### config.mk
export PLATFORM = sky130hd
export DESIGN_NAME = multiplier_seq_n_bits
export DESIGN_NICKNAME = d
export VERILOG_FILES = /design/src/rtl/multiplier_seq_n_bits.sv
export SDC_FILE = /design/constraint.sdc
export NUM_CORES = 1
export LEC_CHECK = 0
export CORE_ASPECT_RATIO = 0.5
export CORE_MARGIN = 2
export CORE_UTILIZATION = 62
export DETAILED_ROUTE_END_ITERATION = 16
export GPL_TIMING_DRIVEN = 0
export PLACE_DENSITY = 0.86
export SYNTH_ARGS = -nofsm -noshare
export SYNTH_HDL_FRONTEND = slang
export SYNTH_SLANG_ARGS = --single-unit
### constraint.sdc
create_clock -name clk -period 5.37 [get_ports clk]
set_input_delay 1.611 -clock clk [delete_from_list [all_inputs] [get_ports clk]]
set_output_delay 1.611 -clock clk [all_outputs]
set_load 0.02 [all_outputs]
### src/rtl/multiplier_seq_n_bits.sv
`default_nettype none
// ============================================================================
// Module      : multiplier_seq_n_bits
// Description : Iterative shift-add N x N multiplier with signed/unsigned
//               operands and optional accumulate with sticky overflow.
// Revision    : 1.0 - initial release
// ============================================================================
module multiplier_seq_n_bits #(
    parameter int N = 8
) (
    input  logic           clk,
    input  logic           aclr,
    input  logic           start,
    input  logic [N-1:0]   a,
    input  logic [N-1:0]   b,
    input  logic           sgn,
    input  logic           acc_en,
    output logic           busy,
    output logic           done,
    output logic [2*N-1:0] p,
    output logic           ovf
);

    localparam int CW = $clog2(N + 1);
    localparam logic [CW-1:0] C_LAST_STEP = CW'(N - 1);

    typedef enum logic [1:0] {
        ST_IDLE = 2'd0,
        ST_RUN  = 2'd1,
        ST_FIX  = 2'd2
    } state_t;

    state_t         r_state;
    state_t         w_next;

    logic [N-1:0]   r_mcand;
    logic [N-1:0]   r_mplier;
    logic [2*N-1:0] r_partial;
    logic [CW-1:0]  r_cnt;
    logic           r_neg;
    logic           r_sgn;
    logic           r_acc;

    logic [N-1:0]   w_mag_a;
    logic [N-1:0]   w_mag_b;
    logic [N:0]     w_add;
    logic [2*N-1:0] w_prod;
    logic [2*N:0]   w_sum;
    logic           w_sovf;

    // Magnitude of the most negative value wraps to itself, which is exactly
    // 2^(N-1) when read as unsigned.
    assign w_mag_a = (sgn && a[N-1]) ? -a : a;
    assign w_mag_b = (sgn && b[N-1]) ? -b : b;

    assign w_add  = {1'b0, r_partial[2*N-1:N]} + (r_mplier[0] ? {1'b0, r_mcand} : '0);
    assign w_prod = r_neg ? -r_partial : r_partial;
    assign w_sum  = {1'b0, p} + {1'b0, w_prod};
    assign w_sovf = (p[2*N-1] == w_prod[2*N-1]) && (w_sum[2*N-1] != p[2*N-1]);

    always_ff @(posedge clk) begin
        if (!aclr) begin
            r_state <= ST_IDLE;
        end else begin
            r_state <= w_next;
        end
    end

    always_comb begin
        w_next = r_state;
        case (r_state)
            ST_IDLE: if (start) w_next = ST_RUN;
            ST_RUN:  if (r_cnt == C_LAST_STEP) w_next = ST_FIX;
            ST_FIX:  w_next = ST_IDLE;
            default: w_next = ST_IDLE;
        endcase
    end

    always_ff @(posedge clk) begin
        if (!aclr) begin
            r_mcand   <= '0;
            r_mplier  <= '0;
            r_partial <= '0;
            r_cnt     <= '0;
            r_neg     <= 1'b0;
            r_sgn     <= 1'b0;
            r_acc     <= 1'b0;
            busy      <= 1'b0;
            done      <= 1'b0;
            p         <= '0;
            ovf       <= 1'b0;
        end else begin
            case (r_state)
                ST_IDLE: begin
                    done <= 1'b0;
                    if (start) begin
                        r_sgn     <= sgn;
                        r_acc     <= acc_en;
                        r_mcand   <= w_mag_a;
                        r_mplier  <= w_mag_b;
                        r_neg     <= sgn & (a[N-1] ^ b[N-1]);
                        r_partial <= '0;
                        r_cnt     <= '0;
                        busy      <= 1'b1;
                    end
                end
                ST_RUN: begin
                    r_partial <= {w_add, r_partial[N-1:1]};
                    r_mplier  <= r_mplier >> 1;
                    r_cnt     <= r_cnt + 1'b1;
                end
                ST_FIX: begin
                    if (r_acc) begin
                        p   <= w_sum[2*N-1:0];
                        ovf <= ovf | (r_sgn ? w_sovf : w_sum[2*N]);
                    end else begin
                        p   <= w_prod;
                        ovf <= 1'b0;
                    end
                    busy <= 1'b0;
                    done <= 1'b1;
                end
                default: begin
                    busy <= 1'b0;
                    done <= 1'b0;
                end
            endcase
        end
    end

endmodule
`default_nettype wire

==> results of run 1 <==
[cell families (layout without fill, tap and decap cells)]
group                      count (synthesis)  count (layout)  share of synthesized area [%]
AOI/OAI and AO/OA                        161             161                           25.8
xor gates and xnor gates                  32              32                           6.82
adders and majority gates                 30              30                           9.51
buffers and inverters                     40              94                           4.42
DFF                                       60              60                           29.3
muxes                                     11              11                           2.71
and+or+nand+nor                          174             174                           21.5
[placed cells by master, fill, tap and decap left out, types with 5 or more instances in the layout]
cell type	instances
mux2i_1	10
nor3_1	19
ha_1	28
inv_1	17
a22o_1	10
o211ai_1	9
dfxtp_1	60
o21ai_0	21
and3_1	5
a21o_1	8
xor2_1	10
a21oi_1	54
and2_1	9
clkdlybuf4s50_1	38
o31ai_1	6
nand2b_1	13
nand3_1	15
a31oi_1	8
clkbuf_1	18
a22oi_1	9
a211oi_1	9
nor2_1	39
nand2_1	42
clkbuf_16	9
xnor2_1	22
[critical path, delay by kind of cell, from the launching register on]
| kind | cells | cell delay, ns |
|---|---|---|
| AO/OA/AOI/OAI | 6 | 1.36 |
| AND/OR/NAND/NOR | 3 | 1.19 |
| adder cells (fa/ha/maj) | 1 | 0.40 |
| flip-flops | 1 | 0.36 |
| XOR/XNOR | 1 | 0.19 |
[registers in the layout (all words and copies together) (netlist names), 2 cells and up]
name,cells
p,16
r_partial,16
r_mcand,8
r_mplier,8
r_cnt,4
r_state,2
[through the flow]
stage	setup slack, ns	utilization [%]
global placement	1.61	73.8
detailed placement	1.56	73.8
floorplan	2.30	-
finish	1.80	78.8
CTS	1.82	78.8
global route	1.44	78.8
[per-layer routing]
layer  vias to the layer above  share of wire, %
met5                         -                 0
met4                         0               1.6
met1                      1920                46
met2                       185                45
li1                       1987                 -
met3                        18               8.1
[power by group through the flow]
stage	combinational, mW	sequential, mW	clock, mW
floorplan	0.0709	0.475	0
global placement	0.111	0.476	0
detailed placement	0.113	0.477	0
CTS	0.114	0.468	0.599
global route	0.126	0.470	0.618
finish	0.115	0.468	0.596
[final cells by class]
type	count	area [µm²]	share of cell area [%]
Multi-Input combinational cell	408	2720	55.5
Sequential cell	60	1200	24.5
Timing Repair Buffer	38	380	7.75
Clock buffer	11	253	5.15
Buffer	23	118	2.40
Tap cell	88	110	2.24
Inverter	17	63.8	1.30
Clock inverter	5	60.1	1.22
[worst min-delay path by stage]
| stage | slack [ns] | start | to |
|---|---|---|---|
| 3_3_place_gp | 0.44 | r_mcand[6] | r_mcand[6] |
| 2_1_floorplan | 0.43 | r_mcand[6] | r_mcand[6] |
| 4_1_cts | 0.45 | r_mcand[0] | r_mcand[0] |
| 3_5_place_dp | 0.45 | r_mcand[0] | r_mcand[0] |
| 6_report | 0.45 | r_mcand[0] | r_mcand[0] |
| 5_1_grt | 0.48 | r_mcand[7] | r_mcand[7] |
==> impl_metrics.yaml, run 1 <==
global_route:
  grt-busiest-layer: "met2"
  antenna_found_initial: 0
  grt_pass1_vias: 3616
  grt_max_degree: 12
  use_met2_pct: 50.5
  met1_usage_pct: 39.2
  gr-usage-all-layers_pct: 30.4
  met3_usage_pct: 7.41
  grt_pass1_wl_um: 17200
  grt.overflow.total: 0
layout:
  nNetsFinal: 608
  fin_area_um2: 4910
  layoutNonFillerInstCount: 650
  area_growth_pct: 19.6
  diodes: 0
  drive_above_1_share_pct: 5.69
  fill_cells: 431
synthesis:
  synth-async-reset-ratio_pct: 0
  yosys_warnings: 0
  synth_common_cells: "dfxtp_1, a21oi_1, nand2_1"
  synth_largest_area_cell: "dfxtp_1"
  ys_ff_latch: 60
  synthDominantCellAreaShare_pct: 29.3
  synth_area_leaders: "dfxtp_1, ha_1, a21oi_1, xnor2_1, nand2_1"
  yosysUniqueCellTypes: 59
  synthCells: 508
  syn_area_per_cell_um2: 8.08
  syn_nets: 559
  synth_top_flop_cell: "dfxtp_1"
  seq_area_frac_synth_pct: 29.3
  synth_edf_count: 0
  synthMostInstantiatedCell: "dfxtp_1"
  netlist_area_um2: 4110
place:
  place.port_buffers: 38
  place_area_um2: 4600
  gp_congestion: 0.928
  hpwl_um: 7740
  dp_cells: 634
power:
  p_comb_share_pct: 9.7
  netSwitchingPower_uw: 290
  ir_worst_vdd_v: 0.000183
  switching_share_pct: 24.6
  p_total_mw: 1.18
  intPower_uw: 889
  powerDensity_nw_per_um2: 240
  sequentialPowerShare_pct: 39.7
  leakage_nw: 1.95
  clkPwrFrac_pct: 50.6
routing:
  drtPass1Iterations: 5
  wl_per_cell_um: 16.4
  drc: 0
  dr.first_iter.drc_count: 379
  vias: 4110
  viasPerCell: 6.32
  postRouteAntennaNets: 0
  wirelength_um: 10700
setup_path:
  crit_type: "register to register"
  cp_cell_sequence: "or3_1 -> nand2b_1 -> o31ai_1 -> xnor2_1 -> ha_1 -> o21ai_0 -> o21ai_0 -> a2111oi_0 -> or4_1 -> a211o_1 -> a21oi_1"
  worstSetupEndpointType: "register"
  rr_worst_depth: 11
  r2r-end: "ovf"
  cp_data_required_time_ns: 5.63
  cp_max_fo: 6
  crit_path_start: "r_partial[0]"
  arrival_ns: 3.84
  critPathMaxStageDelay_ns: 0.49
  cp-endpoint: "ovf"
  r2r_setup_slack_ns: 1.80
  startpoint_type: "register"
  cp_slowest_cell: "or4_1"
  timing.rr.start: "r_partial[0]"
  cpMostUsedCell: "o21ai_0"
clock_tree:
  path_clk_slew_ns: 0.06
  numCtsBuffers: 9
  h-tree-depth: 3
  post_cts_buffers: 0
  cts_tree: "built"
  clk_path_buf_depth: 2
  insertion_delay_ns: 0.34
  clock_tree.root_cell: "clkbuf_16"
  cts_resized: 0
  cts_hold_buf: 0
  clock-sinks: 60
floorplan:
  core_area_um2: 6230
  pin_count: 40
  rows: 20
  initial_core_util_pct: 65.9
  die-area_um2: 7330
  die_y_um: 61.5
  die_w_um: 119
timing:
  timing.final.max_slew_violations: 0
  fmax_mhz: 280
  fin_setup_tns_ns: 0
  rsz0062_at_grt: "no"
  timing.hold.ws_ns: 0.452
  min_period_ns: 3.57
  setup_viol: 0
  slew_headroom_pct: 37.5
  hold_viol: 0
  finalCritPeriodShare_pct: 66.5
  fin_skew_ns: 0.00606
  worst_pin_slew_ns: 0.935
worst_hold_path:
  whs_path_depth: 2
  hold_class: "register to register"
status:
  status: "completed"
flow_run:
  max_cap_viol_count: 0
Note: power is estimated with default switching activity, not from simulation.
==> inputs of run 2 (changes only) <==
--- a/config.mk
+++ b/config.mk
@@ -7,10 +7,10 @@
 export LEC_CHECK = 0
 export CORE_ASPECT_RATIO = 0.5
 export CORE_MARGIN = 2
-export CORE_UTILIZATION = 62
+export CORE_UTILIZATION = 58
 export DETAILED_ROUTE_END_ITERATION = 16
 export GPL_TIMING_DRIVEN = 0
-export PLACE_DENSITY = 0.86
+export PLACE_DENSITY = 0.81
 export SYNTH_ARGS = -nofsm -noshare
 export SYNTH_HDL_FRONTEND = slang
 export SYNTH_SLANG_ARGS = --single-unit
==> constraint.sdc (replaced) <==
create_clock -name clk -period 3.3 [get_ports clk]
set_input_delay 0.99 -clock clk [delete_from_list [all_inputs] [get_ports clk]]
set_output_delay 0.99 -clock clk [all_outputs]
set_load 0.02 [all_outputs]
==> impl_metrics.yaml, run 2 (synthesis results as in run 1) <==
routing:
  wl_per_cell_um: 16.9
  dr.first_iter.drc_count: 435
  postRouteAntennaNets: 0
  viasPerCell: 6.24
  vias: 4097
  drtPass1Iterations: 5
  drc: 0
  wirelength_um: 11100
floorplan:
  pin_count: 40
  die_y_um: 63.5
  die-area_um2: 7810
  initial_core_util_pct: 60.6
  die_w_um: 123
  rows: 21
  core_area_um2: 6780
layout:
  fin_util_pct: 74.5
  layoutNonFillerInstCount: 657
  diodes: 0
  regArea_um2: 1200
  multiInputGateArea_um2: 2840
  nNetsFinal: 611
  layout_commonest_cell: "dfxtp_1"
  final_cell_mix: "dfxtp_1, a21oi_1, nand2_1"
  reg_top3: "p (16), r_partial (16)"
  area_growth_pct: 23.0
  fill_cells: 516
  fin_area_um2: 5050
  drive_above_1_share_pct: 9.73
setup_path:
  startpoint_type: "register"
  cp_max_fo: 10
  cp_top_family: "compound AO/OA/AOI/OAI gates"
  crit_type: "register to register"
  worstSetupEndpointType: "register"
  cp_cell_sequence: "buf_6 -> clkbuf_2 -> o21ai_0 -> ha_1 -> a211oi_1 -> o21ai_0 -> o211ai_1 -> nand4_1 -> mux2i_1 -> a41oi_1"
  cp_num_buf_inv: 2
  critPathMaxStageDelay_ns: 0.54
  cpMostUsedCell: "o21ai_0"
  cp_slowest_cell: "o21ai_0"
  arrival_ns: 3.44
  cp_data_required_time_ns: 3.47
timing:
  rsz0062_at_grt: "yes"
  fin_setup_tns_ns: 0
  hold_viol: 0
  fmax_mhz: 306
  worst_pin_slew_ns: 0.901
  slew_headroom_pct: 39.8
  setup_viol: 0
  min_period_ns: 3.27
  timing.final.max_slew_violations: 0
  finalCritPeriodShare_pct: 99.0
  fin_skew_ns: 0.00473
clock_tree:
  insertion_delay_ns: 0.34
  numCtsBuffers: 9
  clock-sinks: 60
  clk_path_buf_depth: 2
  cts_tree: "built"
  clock_tree.root_cell: "clkbuf_16"
  h-tree-depth: 3
  path_clk_slew_ns: 0.05
power:
  leakage_nw: 2.00
  powerDensity_nw_per_um2: 380
  switching_share_pct: 24.6
  sequentialPowerShare_pct: 39.7
  intPower_mw: 1.45
  p_total_mw: 1.92
  clkPwrFrac_pct: 50.4
  p_comb_share_pct: 9.9
  netSwitchingPower_uw: 471
  ir_worst_vdd_v: 0.000279
global_route:
  grt_pass1_wl_um: 17800
  antenna_found_initial: 0
  grt_max_degree: 11
  gr-usage-all-layers_pct: 29.6
  grt_pass1_vias: 3641
  grt.overflow.total: 0
place:
  dp_cells: 638
  place.port_buffers: 38
  gp_congestion: 0.984
  hpwl_um: 7790
  place_area_um2: 4600
flow_run:
  max_cap_viol_count: 0
status:
  status: "completed"
worst_hold_path:
  hold_class: "register to register"
## run 2: cell count changes in the layout (fill, tap and decap cells not counted), moves of 2 or more
| cell | change |
|---|---|
| clkinv_4 | -2 |
| xnor2_1 | -3 |
| ha_1 | -5 |
| o21ai_1 | +2 |
| dfxtp_2 | +3 |
| ha_2 | +4 |
| xnor2_2 | +3 |
| dfxtp_1 | -3 |
| nand2b_4 | +2 |
| nand2b_1 | -2 |
| o21ai_0 | -3 |
| buf_4 | +4 |
## run 2: power groups by stage
stage	clock, mW	combinational [mW]	sequential, mW
after floorplan	0	0.115	0.773
after global placement	0	0.181	0.775
after detailed placement	0	0.184	0.776
after CTS	0.977	0.186	0.761
after global routing	1.00	0.209	0.763
final	0.968	0.190	0.761
## run 2: final cells by class
cell class | count | area share [%]
sequential | 60 | 23.9
clock inverter | 3 | 0.892
multi-input combinational | 408 | 56.2
buffer | 22 | 2.28
tap | 92 | 2.28
inverter | 17 | 1.26
clock buffer | 13 | 5.15
timing repair buffer | 42 | 8.12
## run 2: layer usage
| layer | global-route usage (%) | part of all wire [%] | up-vias |
|---|---|---|---|
| met5 | 0 | 0 | - |
| met1 | 40.3 | 46 | 1908 |
| met2 | 44.7 | 43 | 171 |
| met4 | 11.6 | 3.2 | 0 |
| li1 | - | - | 1983 |
| met3 | 7.52 | 7.3 | 35 |
## run 2: per-stage QoR
stage	worst slack [ns]	hold slack [ns]
finish	0.0322	0.447
global route	-0.0289	0.470
CTS	0.0106	0.448
detailed placement	-0.221	0.443
global placement	-0.148	0.438
floorplan	0.230	0.427
## run 2: worst min-delay path: cells and delay by family (launching register included)
kind	cells	cell delay (ns)
flops	1	0.30
simple gates	1	0.05
compound gates	1	0.05
## run 2: what timing repair did
action                     in CTS  in global routing
pin swaps                       1                  5
hold buffers                    0                  0
setup endpoints to repair       2                  7
resized for setup               9                 20
setup buffers                   2                  2
## run 2: path summary, 6_finish.rpt
path / cells past startpoint / start / endpoint / slack [ns]
hold / removal: 2 / r_mcand[0] / r_mcand[0] / 0.45
setup reg to reg: 10 / r_neg / p[13] / 0.03
setup / recovery: 10 / r_neg / p[13] / 0.03
hold reg to reg: 2 / r_mcand[0] / r_mcand[0] / 0.45
